## src/rtl/miner_controller.sv

```systemverilog
// miner_controller: top-level sequencing FSM for one mining core.
//
// Flow: IDLE -> LOAD_MID -> LOAD_REM -> HASH -> CHECK -> (HASH | FOUND | EXHAUSTED).
// The 3-bit state register is presented directly on controller_state. The
// companion shift timer reads it: the timer clears in 000 and counts in 001/010.
//
// Optional feature macro: HASH_WATCHDOG_EN. When it is defined, a per-nonce
// watchdog moves HASH to TIMEOUT (111) after HASH_TIMEOUT cycles without
// hash_done. When it is not defined, no counter is built and code 111 is an
// illegal state that recovers to IDLE.
//
// Host handshake: start and ack are level inputs sampled on the rising clock
// edge. start is accepted only in IDLE. ack is accepted only while
// found/exhausted/timeout is high, and the FSM returns to IDLE on the edge that
// samples it. abort is accepted on any edge, outranks every other input, and
// forces IDLE on the next cycle.
module miner_controller #(
    parameter int unsigned          NONCE_W      = 32,
    parameter logic [NONCE_W-1:0]   NONCE_START  = '0,
    parameter int unsigned          HASH_TIMEOUT = 200
) (
    input  logic               clk,
    input  logic               n_rst,
    input  logic               start,
    input  logic               abort,
    input  logic               ack,
    input  logic               midstate_shifts_done,
    input  logic               remaining_shifts_done,
    input  logic               hash_done,
    input  logic               hash_meets_target,
    output logic [2:0]         controller_state,
    output logic               shift_enable,
    output logic               sha_start,
    output logic [NONCE_W-1:0] nonce,
    output logic               found,
    output logic               exhausted,
    output logic               timeout,
    output logic               busy
);

    // State codes are visible to the timer, so the encoding is fixed.
    typedef enum logic [2:0] {
        ST_IDLE      = 3'b000,
        ST_LOAD_MID  = 3'b001,
        ST_LOAD_REM  = 3'b010,
        ST_HASH      = 3'b011,
        ST_CHECK     = 3'b100,
        ST_FOUND     = 3'b101,
        ST_EXHAUSTED = 3'b110,
        ST_TIMEOUT   = 3'b111
    } state_t;

    state_t             state;
    state_t             state_next;
    logic               sha_start_q;
    logic               meets_q;
    logic [NONCE_W-1:0] nonce_q;
    logic               nonce_is_max;
    logic               hash_expired;

    assign nonce_is_max = &nonce_q;

`ifdef HASH_WATCHDOG_EN
    // Wide enough to hold HASH_TIMEOUT itself.
    localparam int WD_W = (HASH_TIMEOUT < 1) ? 1 : $clog2(HASH_TIMEOUT + 1);

    logic [WD_W-1:0] wd_cnt;

    assign hash_expired = (wd_cnt == WD_W'(HASH_TIMEOUT));

    // The watchdog is zero on every HASH entry (including re-entry from CHECK)
    // and counts HASH cycles. It stops at the limit because HASH is left there.
    always_ff @(posedge clk or negedge n_rst) begin
        if (!n_rst) begin
            wd_cnt <= '0;
        end else if (state != ST_HASH) begin
            wd_cnt <= '0;
        end else if (!hash_expired) begin
            wd_cnt <= wd_cnt + WD_W'(1);
        end
    end
`else
    // No watchdog in this build: HASH waits for hash_done indefinitely.
    assign hash_expired = 1'b0;

    // HASH_TIMEOUT only has an effect when the watchdog is built.
    logic unused_hash_timeout;
    assign unused_hash_timeout = (HASH_TIMEOUT != 0) & hash_expired;
`endif

    // State register.
    always_ff @(posedge clk or negedge n_rst) begin
        if (!n_rst) begin
            state <= ST_IDLE;
        end else begin
            state <= state_next;
        end
    end

    // Next-state logic and the outputs decoded from the registered state.
    // abort is applied last so that it overrides every other transition.
    always_comb begin
        state_next   = state;
        shift_enable = 1'b0;
        found        = 1'b0;
        exhausted    = 1'b0;
        timeout      = 1'b0;
        busy         = (state != ST_IDLE);

        case (state)
            ST_IDLE: begin
                if (start) begin
                    state_next = ST_LOAD_MID;
                end
            end
            ST_LOAD_MID: begin
                // remaining_shifts_done is ignored in this state.
                shift_enable = 1'b1;
                if (midstate_shifts_done) begin
                    state_next = ST_LOAD_REM;
                end
            end
            ST_LOAD_REM: begin
                shift_enable = 1'b1;
                if (remaining_shifts_done) begin
                    state_next = ST_HASH;
                end
            end
            ST_HASH: begin
                // If hash_done arrives on the watchdog-limit cycle, hash_done wins.
                if (hash_done) begin
                    state_next = ST_CHECK;
                end else if (hash_expired) begin
                    state_next = ST_TIMEOUT;
                end
            end
            ST_CHECK: begin
                if (meets_q) begin
                    state_next = ST_FOUND;
                end else if (nonce_is_max) begin
                    state_next = ST_EXHAUSTED;
                end else begin
                    state_next = ST_HASH;
                end
            end
            ST_FOUND: begin
                found = 1'b1;
                if (ack) begin
                    state_next = ST_IDLE;
                end
            end
            ST_EXHAUSTED: begin
                exhausted = 1'b1;
                if (ack) begin
                    state_next = ST_IDLE;
                end
            end
            ST_TIMEOUT: begin
`ifdef HASH_WATCHDOG_EN
                timeout = 1'b1;
                if (ack) begin
                    state_next = ST_IDLE;
                end
`else
                // Unreachable in this build; recover if it is ever entered.
                state_next = ST_IDLE;
`endif
            end
            default: begin
                state_next = ST_IDLE;
            end
        endcase

        if (abort) begin
            state_next = ST_IDLE;
        end
    end

    // Entry flag: high during the first HASH cycle after any entry, so the
    // core is launched exactly once per nonce.
    always_ff @(posedge clk or negedge n_rst) begin
        if (!n_rst) begin
            sha_start_q <= 1'b0;
        end else begin
            sha_start_q <= (state_next == ST_HASH) && (state != ST_HASH);
        end
    end

    // Capture the compare result on the hash_done cycle. CHECK uses it on the next cycle.
    always_ff @(posedge clk or negedge n_rst) begin
        if (!n_rst) begin
            meets_q <= 1'b0;
        end else if ((state == ST_HASH) && hash_done) begin
            meets_q <= hash_meets_target;
        end
    end

    // Nonce: loaded when a job starts and advanced only on CHECK -> HASH.
    // It therefore stays unchanged in FOUND and stays all ones in EXHAUSTED.
    always_ff @(posedge clk or negedge n_rst) begin
        if (!n_rst) begin
            nonce_q <= NONCE_START;
        end else if ((state == ST_IDLE) && (state_next == ST_LOAD_MID)) begin
            nonce_q <= NONCE_START;
        end else if ((state == ST_CHECK) && (state_next == ST_HASH)) begin
            nonce_q <= nonce_q + NONCE_W'(1);
        end
    end

    assign controller_state = state;
    assign sha_start        = sha_start_q;
    assign nonce            = nonce_q;

endmodule

```

## config.mk

```make
export PLATFORM = sky130hd
export DESIGN_NAME = miner_controller
export DESIGN_NICKNAME = d
export VERILOG_FILES = /design/src/rtl/miner_controller.sv
export SDC_FILE = /design/constraint.sdc
export NUM_CORES = 1
export LEC_CHECK = 0
export ABC_AREA = 1
export CORE_MARGIN = 1
export CORE_UTILIZATION = 57
export DETAILED_ROUTE_END_ITERATION = 12
export PLACE_DENSITY_LB_ADDON = 0.25
export SYNTH_ARGS = -nofsm -noshare
export SYNTH_HDL_FRONTEND = slang
export SYNTH_SLANG_ARGS = --single-unit
```

## constraint.sdc

```tcl
create_clock -name clk -period 2.7 [get_ports clk]
set_input_delay 0.81 -clock clk [delete_from_list [all_inputs] [get_ports clk]]
set_output_delay 0.81 -clock clk [all_outputs]
set_load 0.05 [all_outputs]
```

==> results.sh, run 1 <==
export IMPL_fillers=393
export IMPL_timing_setup_tns_ns=0
export IMPL_syn_instance_count=390
export IMPL_worst_endpoint_arrival_ns=1.71
export IMPL_max_cap_violations=0
export IMPL_finalMaxSlewViolations=0
export IMPL_ir_worst_vdd_uv=279.8
export IMPL_min_path_type="flip-flop to flip-flop"
export IMPL_std_cell_rows=24
export IMPL_endpoint_of_the_worst_register_to_register_path="nonce[17]"
export IMPL_worstPathRequired_ns=1.89
export IMPL_detailedRoute_firstPassIterationCount=4
export IMPL_top_level_ports=50
export IMPL_antenna_cells=0
export IMPL_power_density_nw_per_um2=372.8
export IMPL_yosys_cell_types_count=30
export IMPL_crit_path_cell_trace="clkdlybuf4s50_1"
export IMPL_clk_latency_ns=0.29
export IMPL_layout_cells_most_common_list="nand2_1 (136), nor2_1 (61), nand3_1 (43), clkdlybuf4s50_1 (43), dfrtp_1 (37)"
export IMPL_critical_path_slowest_cell="clkdlybuf4s50_1"
export IMPL_timing_critical_path_to="controller_state[1]"
export IMPL_r2r_setup_slk_ns=0.43
export IMPL_ys_ff_latch=37
export IMPL_synth_yosys_warnings=0
export IMPL_fin_skew_ns=0.007708
export IMPL_coreArea_sq_um=4384
export IMPL_grt_overflow_total=0
export IMPL_detail_route_drc_violations=0
export IMPL_die_w_microns=69.78
export IMPL_place_congestion=0.9472
export IMPL_post_synth_fa_ha_maj_area_fraction_pct=0.4778
export IMPL_synthesis_area_per_instance_sq_um=6.715
export IMPL_antenna_violating_nets_post_route=0
export IMPL_timing_critical_path_depth=1
export IMPL_first_global_vias=2391
export IMPL_dr_total_vias=2633
export IMPL_power_leakage_nw=1.431
export IMPL_worst_margin_slew_ns=0.9055
export IMPL_synth_compound_area_share_pct=1.386
export IMPL_drt_iter0_drc=195
export IMPL_wl_per_cell_microns=13.46
export IMPL_cts_hold_fix_buffers=0
export IMPL_cts_root_buf="clkbuf_8"
export IMPL_synthTopCellsByArea="dfrtp_1 (35%), nand2_1 (19%), nor2_1 (8.7%)"
export IMPL_slowest_delay_ns=0.87
export IMPL_critical_path_startpoint_type="flip-flop"
export IMPL_globalRouteTotalUtil_pct=28.24
export IMPL_die_h_microns=69.78
export IMPL_place_port_buffers=48
export IMPL_worst_path_dominant_cell_family="buffers and inverters"
export IMPL_timing_critical_path_fanout_max=9
export IMPL_xor_xnor_fraction_of_synth_area_pct=8.027
export IMPL_synth_area_sq_um=2619
export IMPL_worstSetupStartpoint="controller_state[1]"
export IMPL_finalHoldViolCount=0
export IMPL_fin_crit_ns=2.516
export IMPL_post_route_period_util_pct=93.17
export IMPL_clkSlewWorstSetupHoldPaths_ns=0.07
export IMPL_tritoncts_clock_tree="built"
export IMPL_post_route_cells_drive_above_1_share_pct=8.295
export IMPL_synth_top_cell_area_share_pct=35.36
export IMPL_dieArea_sq_um=4869
export IMPL_max_clock_freq_mhz=397.5
export IMPL_fin_worst_hold_slack_ns=0.5777
export IMPL_cts_resized_gates=0
export IMPL_synth_largest_area_cell="dfrtp_1"
export IMPL_worst_path_buf_inv=1
export IMPL_timing_critical_path_to_type="output port"
export IMPL_finish_net_count=444
export IMPL_status="finished clean"
export IMPL_final_setup_fails=0
export IMPL_avgViaCountPerCell=5.418
export IMPL_critical_path_class="flip-flop to output port"
export IMPL_r2r_start="nonce[0]"
export IMPL_layout_commonest_cell="nand2_1"
export IMPL_seq_area_frac_synth_pct=35.36
export IMPL_detailed_place_hpwl_mm=4.826
export IMPL_total_cts_buffers=5
export IMPL_initial_utilization_pct=59.73
export IMPL_postRouteWirelength_mm=6.543
export IMPL_multiplexer_share_of_the_synthesized_area_pct=0
export IMPL_timing_max_slew_rel_slack_pct=39.63
export IMPL_cts_repair_timing_setup_buffer_count=0
export IMPL_cts_num_sinks=37
export IMPL_rsz0062_at_grt="false"
export IMPL_r2r_worst_path_cells=12
export IMPL_post_synth_and_or_nand_nor_area_fraction_pct=47.97
export IMPL_grt_first_pass_wirelength_mm=11.13
export IMPL_cts_buffer_depth=2
export IMPL_synth_top_family_by_area="simple AND/OR/NAND/NOR gates"
export IMPL_htree_num_levels=2
export IMPL_grt_antenna_before_repair=0
export IMPL_grt_start_max_net_pins=38
export IMPL_syn_to_final_growth_pct=21.55
export IMPL_synth_net_count=400
==> synth_stat cells, drive strengths merged <==
| master | n |
|---|---|
| nand4 | 11 |
| conb | 1 |
| nand2 | 139 |
| clkinv | 1 |
| or2 | 3 |
| xor2 | 10 |
| clkbuf | 4 |
| ha | 1 |
| inv | 24 |
| nand3 | 44 |
| a21oi | 4 |
| dfrtp | 37 |
| nor2 | 66 |
| nor3 | 14 |
| a31oi | 1 |
| o21ai | 2 |
| nor3b | 3 |
| buf | 10 |
| xnor2 | 14 |
| nor4 | 1 |
==> per-stage QoR <==
step	setup WS, ns	power, mW	instances	cell area [sq um]	utilization, %
floorplan	0.2241	0.7427	390	2624	-
global placement	0.2044	0.8003	479	3097	70.63
detailed placement	0.1484	0.8056	479	3097	70.63
CTS	0.1887	1.190	486	3183	72.60
global route	0.1407	1.235	486	3183	72.60
finish	0.1844	1.187	486	3183	72.60
==> where the power goes <==
group / switching (mW) / total [mW] / internal (mW) / leakage [nW]
clock: 0.188 / 0.391 / 0.203 / 0.0443
combinational: 0.162 / 0.217 / 0.0549 / 0.873
sequential: 0.0124 / 0.579 / 0.567 / 0.513
==> registers in the layout (all words and copies together), names as in the netlist <==
name / count
nonce: 32
controller_state: 3
meets_q: 1
sha_start: 1
==> layout make-up <==
type	count	area (sq um)	share of cell area, %
flip-flops and latches	37	925.9	29.09
repair buffers	51	488.0	15.33
well taps	52	65.06	2.044
inverters	25	93.84	2.948
multi-input cells	314	1524	47.88
clock buffers	7	86.33	2.712
==> metal layers <==
layer  up-vias  GRT usage [%]  wire, microns
li1       1328              -              -
met2        93          45.30           3063
met4         0          7.778             43
met5         -              0              0
met3         6          4.651            328
met1      1206          39.46           3108
==> worst min path at each step <==
stage                         from             endpoint  slack, ns  cells past startpoint
after floorplan              n_rst  controller_state[0]       0.51                      0
after global placement     meets_q              meets_q       0.56                      2
after detailed placement   meets_q              meets_q       0.56                      2
after CTS                  meets_q              meets_q       0.58                      2
after global routing      nonce[7]             nonce[7]       0.64                      2
final                      meets_q              meets_q       0.58                      2
==> kinds of logic (layout without fill, tap and decap cells) <==
logic type | after synthesis | in the layout
AND/OR/NAND/NOR | 281 | 281
buffers and inverters | 39 | 83
flip-flops | 37 | 37
XOR/XNOR | 24 | 24
AO/OA/AOI/OAI | 7 | 7
adder cells (fa/ha/maj) | 1 | 1
other | 1 | 1
(Power assumes the default switching activity.)
==> run 2: changes to the inputs <==
--- a/config.mk
+++ b/config.mk
@@ -6,6 +6,7 @@
 export NUM_CORES = 1
 export LEC_CHECK = 0
 export ABC_AREA = 1
+export CAP_MARGIN = 20
 export CORE_MARGIN = 1
 export CORE_UTILIZATION = 57
 export DETAILED_ROUTE_END_ITERATION = 12
==> results of run 2 <==
No change in the layout: final DEF, timing and power equal those of run 1.
==> run 3: changes to the inputs <==
--- a/config.mk
+++ b/config.mk
@@ -10,7 +10,7 @@
 export CORE_MARGIN = 1
 export CORE_UTILIZATION = 57
 export DETAILED_ROUTE_END_ITERATION = 12
-export PLACE_DENSITY_LB_ADDON = 0.25
+export PLACE_DENSITY = 0.91
 export SYNTH_ARGS = -nofsm -noshare
 export SYNTH_HDL_FRONTEND = slang
 export SYNTH_SLANG_ARGS = --single-unit
==> run 3 against run 2 <==
Sequential share of layout area hardly changed. Total power down 2.0%. Highest routed layer unchanged. Utilization down 0.086 points. Hold slack better by 0.0085 ns. Global-route usage decreased by 0.60 points. Routed wire length down 2.3%. Count of clock-buffer cells in the layout shrank 1. Non-clock buffer count unchanged. Sequential power about the same. Clock skew decreased by 0.0048 ns. Via count is 0.68% higher.
==> results.sh, run 3 (synthesis results as in run 1) <==
export IMPL_status="finished clean"
export IMPL_max_cap_violations=0
export IMPL_fin_skew_ns=0.002862
export IMPL_avgViaCountPerCell=5.444
export IMPL_antenna_violating_nets_post_route=0
export IMPL_worst_endpoint_arrival_ns=1.71
export IMPL_std_cell_rows=24
export IMPL_timing_max_slew_rel_slack_pct=47.38
export IMPL_postRouteWirelength_mm=6.395
export IMPL_worst_path_buf_inv=1
export IMPL_grt_first_pass_wirelength_mm=10.90
export IMPL_critical_path_startpoint_type="flip-flop"
export IMPL_crit_path_cell_trace="clkdlybuf4s50_1"
export IMPL_power_density_nw_per_um2=365.9
export IMPL_dr_total_vias=2651
export IMPL_cts_buffer_depth=2
export IMPL_ir_worst_vdd_uv=289.5
export IMPL_timing_setup_tns_ns=0
export IMPL_cts_hold_fix_buffers=0
export IMPL_fillers=393
export IMPL_timing_critical_path_fanout_max=9
export IMPL_layout_commonest_cell="nand2_1"
export IMPL_clk_latency_ns=0.29
export IMPL_power_leakage_nw=1.432
export IMPL_pre_cts_ws_ns=0.1284
export IMPL_coreArea_sq_um=4384
export IMPL_fin_crit_ns=2.521
export IMPL_cts_num_sinks=37
export IMPL_detailedRoute_firstPassIterationCount=4
export IMPL_antenna_cells=0
export IMPL_total_cts_buffers=5
export IMPL_place_congestion=0.9267
export IMPL_initial_utilization_pct=59.73
export IMPL_layout_cells_most_common_list="nand2_1 (136), nor2_1 (61), nand3_1 (43), clkdlybuf4s50_1 (43), dfrtp_1 (37)"
export IMPL_slowest_delay_ns=0.88
export IMPL_multi_input_comb_area_sq_um=1524
export IMPL_drt_iter0_drc=156
export IMPL_worst_margin_slew_ns=0.7893
export IMPL_rsz0062_at_grt="false"
export IMPL_place_port_buffers=48
export IMPL_htree_num_levels=2
export IMPL_clkSlewWorstSetupHoldPaths_ns=0.07
export IMPL_post_route_cells_drive_above_1_share_pct=8.506
export IMPL_wl_per_cell_microns=13.13
export IMPL_finish_net_count=444
export IMPL_grt_start_max_net_pins=38
export IMPL_max_clock_freq_mhz=396.6
export IMPL_critical_path_slowest_cell="clkdlybuf4s50_1"
export IMPL_timing_critical_path_to_type="output port"
export IMPL_cts_resized_gates=0
export IMPL_layout_area_seq_sq_um=925.9
export IMPL_first_global_vias=2356
export IMPL_min_path_type="flip-flop to flip-flop"
export IMPL_die_h_microns=69.78
export IMPL_largest_reg_flops=32
export IMPL_detail_route_drc_violations=0
export IMPL_worstPathRequired_ns=1.89
export IMPL_post_route_period_util_pct=93.38
export IMPL_finalHoldViolCount=0
export IMPL_worst_path_dominant_cell_family="buffers and inverters"
export IMPL_tritoncts_clock_tree="built"
export IMPL_die_w_microns=69.78
export IMPL_cts_repair_timing_setup_buffer_count=0
export IMPL_globalRouteTotalUtil_pct=27.65
export IMPL_finalMaxSlewViolations=0
export IMPL_detailed_place_hpwl_mm=4.846
export IMPL_critical_path_class="flip-flop to output port"
export IMPL_final_setup_fails=0
export IMPL_cts_root_buf="clkbuf_8"
export IMPL_syn_to_final_growth_pct=21.40
export IMPL_dieArea_sq_um=4869
export IMPL_top_level_ports=50
export IMPL_grt_antenna_before_repair=0
export IMPL_grt_overflow_total=0
export IMPL_timing_final_ws_setup_ns=0.1787
## run 3: cell types whose count changed in the layout (fill, tap and decap cells not counted)
cell | previous run | this run
buf_2 | 0 | 1
clkbuf_2 | 1 | 0
clkbuf_8 | 6 | 5
clkinv_2 | 0 | 2
## run 3: power breakdown
group          switching (mW)  leakage, nW  internal [mW]
Combinational           0.159        0.873         0.0552
Clock                   0.192       0.0450          0.179
Sequential             0.0122        0.513          0.566
## run 3: metrics by stage
stage / utilization [%] / instances / total power [mW] / area [sq um] / hold slack (ns)
after floorplan: - / 390 / 0.7427 / 2624 / 0.5144
after global placement: 70.63 / 479 / 0.7984 / 3097 / 0.5603
after detailed placement: 70.63 / 479 / 0.8036 / 3097 / 0.5697
after CTS: 72.52 / 487 / 1.174 / 3179 / 0.5837
after global routing: 72.52 / 487 / 1.219 / 3179 / 0.6257
final: 72.52 / 487 / 1.163 / 3179 / 0.5862
## run 3: path summary, 6_finish.rpt
path	start	to	slack, ns	cells after the start
max	controller_state[1]	controller_state[1]	0.18	1
min	meets_q	meets_q	0.59	2
max reg2reg	nonce[0]	nonce[10]	0.49	12
min reg2reg	meets_q	meets_q	0.59	2
max in group asynchronous	n_rst	nonce[2]	1.60	1
min in group asynchronous	n_rst	nonce[23]	0.60	1
## run 3: metal layers
| metal | track usage (%) | wire length (microns) |
|---|---|---|
| met1 | 38.40 | 2904 |
| met2 | 45.51 | 3010 |
| met3 | 4.070 | 426 |
| met4 | 6.444 | 53 |
| met5 | 0 | 0 |
## run 3: layout make-up
type / count / area share (%)
clock buffers: 6 / 2.283
clock inverters: 2 / 0.3148
inverters: 25 / 2.952
multi-input cells: 314 / 47.93
flip-flops and latches: 37 / 29.12
well taps: 52 / 2.046
repair buffers: 51 / 15.35
